<file path="src/rtl/regfile_pkg.sv">
// Shared types and helpers for the multi-port register file.
package regfile_pkg;

    typedef enum logic [0:0] {
        StInit,
        StReady
    } rf_state_e;

    function automatic int unsigned aw_from_nregs(input int unsigned nregs);
        return $clog2(nregs);
    endfunction

endpackage

</file>
<file path="src/rtl/regfile_scoreboard.sv">
// Pending-writeback bits, one per register; a same-cycle issue beats a clearing write.
module regfile_scoreboard #(
    parameter int unsigned NREGS = 32
) (
    input  logic             clk_i,
    input  logic             rst_ni,
    input  logic [NREGS-1:0] set_i,
    input  logic [NREGS-1:0] clr_i,
    output logic [NREGS-1:0] busy_o
);

    logic [NREGS-1:0] busy_q, busy_d;

    always_comb begin
        busy_d = (busy_q & ~clr_i) | set_i;
    end

    always_ff @(posedge clk_i or negedge rst_ni) begin
        if (!rst_ni) begin
            busy_q <= '0;
        end else begin
            busy_q <= busy_d;
        end
    end

    assign busy_o = busy_q;

endmodule

</file>
<file path="src/rtl/regfile_mp.sv">
// Multi-port integer register file with write bypass, pending-writeback scoreboard
// and a post-reset clear sequencer so the storage array itself carries no reset.
module regfile_mp
    import regfile_pkg::*;
#(
    parameter int unsigned XLEN     = 32,
    parameter int unsigned NREGS    = 32,
    parameter int unsigned NRD      = 2,
    parameter int unsigned NWR      = 2,
    parameter bit          ZERO_REG = 1'b1,
    localparam int unsigned AW      = aw_from_nregs(NREGS)
) (
    input  logic                clk,
    input  logic                rst_n,
    output logic                init_done,
    input  logic [NRD*AW-1:0]   rd_addr,
    output logic [NRD*XLEN-1:0] rd_data,
    output logic [NRD-1:0]      rd_busy,
    input  logic [NWR-1:0]      wr_en,
    input  logic [NWR*AW-1:0]   wr_addr,
    input  logic [NWR*XLEN-1:0] wr_data,
    input  logic                iss_en,
    input  logic [AW-1:0]       iss_addr
);

    rf_state_e        state_q, state_d;
    logic [AW-1:0]    cnt_q, cnt_d;
    logic             init_done_q, init_done_d;

    logic [XLEN-1:0]  mem_q [NREGS];
    logic [XLEN-1:0]  mem_d [NREGS];

    logic [AW-1:0]    wa [NWR];
    logic [XLEN-1:0]  wd [NWR];
    logic [NWR-1:0]   wr_ok;
    logic [NREGS-1:0] wr_hit;
    logic [NREGS-1:0] iss_set;
    logic [NREGS-1:0] busy;

    always_comb begin
        state_d     = state_q;
        cnt_d       = cnt_q;
        init_done_d = init_done_q;
        case (state_q)
            StInit: begin
                cnt_d = cnt_q + 1'b1;
                if (cnt_q == {AW{1'b1}}) begin
                    state_d     = StReady;
                    init_done_d = 1'b1;
                    cnt_d       = '0;
                end
            end
            StReady: ;
            default: state_d = StInit;
        endcase
    end

    always_ff @(posedge clk or negedge rst_n) begin
        if (!rst_n) begin
            state_q     <= StInit;
            cnt_q       <= '0;
            init_done_q <= 1'b0;
        end else begin
            state_q     <= state_d;
            cnt_q       <= cnt_d;
            init_done_q <= init_done_d;
        end
    end

    assign init_done = init_done_q;

    // Writes are only honoured once the clear sequence is done; x0 is dropped with ZERO_REG.
    always_comb begin
        wr_ok = '0;
        for (int unsigned p = 0; p < NWR; p++) begin
            wa[p]    = wr_addr[p*AW +: AW];
            wd[p]    = wr_data[p*XLEN +: XLEN];
            wr_ok[p] = init_done_q && wr_en[p] && !(ZERO_REG && (wa[p] == '0));
        end
    end

    // Ascending port loop lets the highest-index writer win each entry.
    always_comb begin
        mem_d  = mem_q;
        wr_hit = '0;
        if (!init_done_q) begin
            mem_d[cnt_q] = '0;
        end else begin
            for (int unsigned p = 0; p < NWR; p++) begin
                if (wr_ok[p]) begin
                    mem_d[wa[p]]  = wd[p];
                    wr_hit[wa[p]] = 1'b1;
                end
            end
        end
    end

    always_ff @(posedge clk) begin
        mem_q <= mem_d;
    end

    always_comb begin
        iss_set = '0;
        if (init_done_q && iss_en && !(ZERO_REG && (iss_addr == '0))) begin
            iss_set[iss_addr] = 1'b1;
        end
    end

    regfile_scoreboard #(
        .NREGS (NREGS)
    ) u_scoreboard (
        .clk_i  (clk),
        .rst_ni (rst_n),
        .set_i  (iss_set),
        .clr_i  (wr_hit),
        .busy_o (busy)
    );

    always_comb begin
        rd_data = '0;
        rd_busy = '0;
        for (int unsigned i = 0; i < NRD; i++) begin
            logic [AW-1:0]   a;
            logic            hit;
            logic [XLEN-1:0] byp;
            a   = rd_addr[i*AW +: AW];
            hit = 1'b0;
            byp = '0;
            for (int unsigned p = 0; p < NWR; p++) begin
                if (wr_ok[p] && (wa[p] == a)) begin
                    hit = 1'b1;
                    byp = wd[p];
                end
            end
            if (init_done_q && !(ZERO_REG && (a == '0))) begin
                rd_data[i*XLEN +: XLEN] = hit ? byp : mem_q[a];
                rd_busy[i]              = busy[a] & ~hit;
            end
        end
    end

endmodule

</file>
<file path="config.mk">
export PLATFORM = sky130hd
export DESIGN_NAME = regfile_mp
export DESIGN_NICKNAME = d
export VERILOG_FILES = /design/src/rtl/regfile_pkg.sv /design/src/rtl/regfile_scoreboard.sv /design/src/rtl/regfile_mp.sv
export SDC_FILE = /design/constraint.sdc
export NUM_CORES = 2
export LEC_CHECK = 0
export BUFFER_PORTS_ARGS = -buffer_cell sky130_fd_sc_hd__buf_2
export CAP_MARGIN = 10
export CORE_ASPECT_RATIO = 1.25
export CORE_MARGIN = 3
export CORE_UTILIZATION = 58
export CTS_CLUSTER_DIAMETER = 40
export DETAILED_ROUTE_END_ITERATION = 12
export PLACE_DENSITY_LB_ADDON = 0.15
export SYNTH_ARGS = -nofsm -noshare
export SYNTH_HDL_FRONTEND = slang
export SYNTH_SLANG_ARGS = --single-unit
</file>
<file path="constraint.sdc">
create_clock -name clk -period 9.8 [get_ports clk]
set_input_delay 2.94 -clock clk [delete_from_list [all_inputs] [get_ports clk]]
set_output_delay 2.94 -clock clk [all_outputs]
set_load 0.1 [all_outputs]
</file>
==> qor.yml <==
fin_setup_tns_ns: 0
utilization_pct: 64.76
critPathKind: "input port to primary output"
synthesis.area_sq_um: 70620
drive_above_1_share_pct: 16.74
maxCapViolCount: 0
antenna_left: 0
p_leak_nw: 32.37
hold_depth: 0
rsz0062_at_grt: "no"
status: "finished, violations left"
die_area_sq_um: 126000
fin_crit_ns: 9.574
grt_pass1_vias: 65860
clkTransAtPathRegs_ns: 0.06
ys_warn_count: 0
cp-start-kind: "input port"
ys_seq_area_share_pct: 30.41
synth-edff-count: 0
cts_sinks: 1063
crit_path_max_fanout: 33
ios: 161
synth.distinct_cells: 63
final-max-slew-violation-count: 0
cts_tree: "done"
ys.flop_type: "dfxtp_1"
failed_checks: "design-rule violations"
end_kind: "primary output"
synth_nets: 7974
clk_latency_ns: 0.83
place.gp.congestion: 0.9689
ir_drop_v: 0.0001790
async_reset_ff_share_pct: 3.669
drt_first_pass_iters: 13
post-route-period-util_pct: 97.70
gr-total-overflow: 0
grt_usage_pct: 47.95
nFillCells: 9522
nNetsFinal: 7488
drc: 1
grt_pass1_wl_microns: 449400
h-tree-depth: 4
dp_hpwl_microns: 177600
port_buffers: 160
post_cts_buffers: 0
cp.arrival_ns: 6.63
dr.first_iter.drc_count: 12590
grt_max_degree: 203
synthCells: 7875
cts_buffer_depth: 3
antenna_found_initial: 34
numCtsBuffers: 144
final_hold_viol_count: 0
tightestPinTransition_ns: 1.331
cts_root_buffer: "clkbuf_16"
vias: 70390
hold_path.class: "register to register"
cp.required_ns: 6.86
rows: 142
wire_per_inst_microns: 34.54
clock_skew_ns: 0.03005
maxSlewHeadroom_pct: 10.96
syn_to_final_growth_pct: 10.31
core-area_sq_um: 120300
post_cts_resize_count: 0
routed_via_density: 7.719
cts_hold_buf: 0
reg2regPathDepth: 6
path_cells: "buf_6 > xor2_1 > nor3_1 > nand3_2 > buf_4 > nand2_1 > buf_4 > a211oi_1 > nor3_1 > buf_12"
power_density_nw_per_um2: 197.9
max_stage_delay_ns: 1.00
die_x_microns: 318.1
synth-seq-cells: 1063
start_util_pct: 58.71
ff2ff_setup_slack_ns: 5.50
hold-worst-slack_ns: 0.4066
crit_slowest_cell: "nor3_1"
timing.fmax_mhz: 104.4
drt-total-wl_microns: 314900
avgSynthCellArea_sq_um: 8.967
die_y_microns: 396.1
setup_viol_count_final: 0
logic make-up after synthesis:
group / Yosys count / synth area share (%)
and+or+nand+nor: 1934 / 11.32
DFF: 1063 / 30.41
adders and majority gates: 5 / 0.08859
muxes: 1365 / 27.87
xor gates and xnor gates: 20 / 0.2480
AOI/OAI and AO/OA: 2442 / 23.81
buffers and inverters: 1046 / 6.251
worst paths after layout:
kind	to	startpoint
worst min-delay path	u_scoreboard.busy_o[0]$_DFF_PN0_	u_scoreboard.busy_o[0]$_DFF_PN0_
worst min register to register	u_scoreboard.busy_o[0]$_DFF_PN0_	u_scoreboard.busy_o[0]$_DFF_PN0_
max in group asynchronous	init_done$_DFFE_PN0P_	rst_n
min in group asynchronous	u_scoreboard.busy_o[24]$_DFF_PN0_	rst_n
worst max-delay path	rd_data[13]	rd_addr[3]
worst max register to register	mem_q[870]$_DFF_P_	init_done$_DFFE_PN0P_
registers in the layout (all words and copies together), names as in the netlist:
name / cells
cnt_q: 5
mem_q: 1024
u_scoreboard.busy_o: 32
init_done: 1
state_q: 1
critical path: cells and delay by family:
kind,cells,cell delay [ns]
xor+xnor,1,0.14
simple gates,4,2.24
compound gates,1,0.05
buf+inv,4,1.23
layout make-up:
class | count | area (sq um) | area share (%)
Tap cell | 1584 | 1982 | 2.544
Clock buffer | 177 | 3963 | 5.087
Antenna cell | 27 | 67.56 | 0.08674
Clock inverter | 87 | 1049 | 1.346
Sequential cell | 1063 | 21480 | 27.57
Inverter | 45 | 171.4 | 0.2201
Timing Repair Buffer | 369 | 3603 | 4.626
Multi-Input combinational cell | 5766 | 45580 | 58.52
metal layers:
layer | GRT usage, % | vias to the layer above | routed length (microns) | share of wire, %
met5 | 1.839 | - | 266 | 0.084
met2 | 66.48 | 6389 | 125400 | 40
met4 | 40.09 | 22 | 32770 | 10
met3 | 19.98 | 2019 | 52660 | 17
met1 | 57.38 | 33270 | 103900 | 33
li1 | - | 28680 | - | -
synthesized netlist by cell type (6+ instances only):
cell type	count	area [sq um]
dfrtp_1	39	975.9
a31oi_1	110	688.2
a311oi_1	42	367.9
buf_1	82	307.8
nor4_1	32	200.2
a222oi_1	39	390.4
clkbuf_2	12	60.06
or3_1	6	37.54
mux2_2	8	90.09
a22o_1	703	6157
o21ai_0	331	1657
buf_2	168	840.8
nor3b_1	8	60.06
o21a_1	10	75.07
nand2b_1	8	50.05
a22oi_1	24	180.2
o22ai_1	107	669.4
dfxtp_1	1024	20500
clkbuf_1	686	2575
a21oi_1	663	3318
mux4_2	480	10810
a32o_1	22	220.2
inv_1	44	165.2
nor3_1	52	260.3
o221ai_1	82	718.2
buf_6	17	191.4
o41ai_1	22	192.7
xor2_1	10	87.58
nand2_1	715	2684
xnor2_1	10	87.58
nor2_1	921	3457
a211oi_1	269	2019
buf_4	36	270.3
nor2b_1	115	719.4
and2_1	14	87.58
mux2i_1	877	8778
nand3_1	25	125.1
or2_2	6	37.54
cells in the final DEF, fill, tap and decap left out, types with 148 or more instances in the layout:
cell type / count
clkbuf_16: 148
a211oi_1: 269
mux2i_1: 877
a21oi_1: 645
nor2_1: 904
nand2_1: 678
mux4_2: 480
a22o_1: 703
buf_4: 184
dfxtp_1: 1024
o21ai_0: 331
stage by stage:
step                instances  worst slack (ns)  total power (W)  instance area [sq um]
finish                   9118            0.2257          0.01541                  77900
global route             9104            0.3640          0.01584                  77860
CTS                      9090            0.7369          0.01521                  77820
detailed placement       8826            0.7622         0.009724                  72810
global placement         8824            0.7056         0.009567                  72780
floorplan                7875            0.4527         0.008563                  70810
report_power, final:
group | leakage, nW | switching, W | internal, W
Sequential | 9.05 | 0.000764 | 0.00509
Combinational | 20.9 | 0.00205 | 0.00192
Clock | 2.42 | 0.00226 | 0.00333
Note: power is estimated with default switching activity, not from simulation.
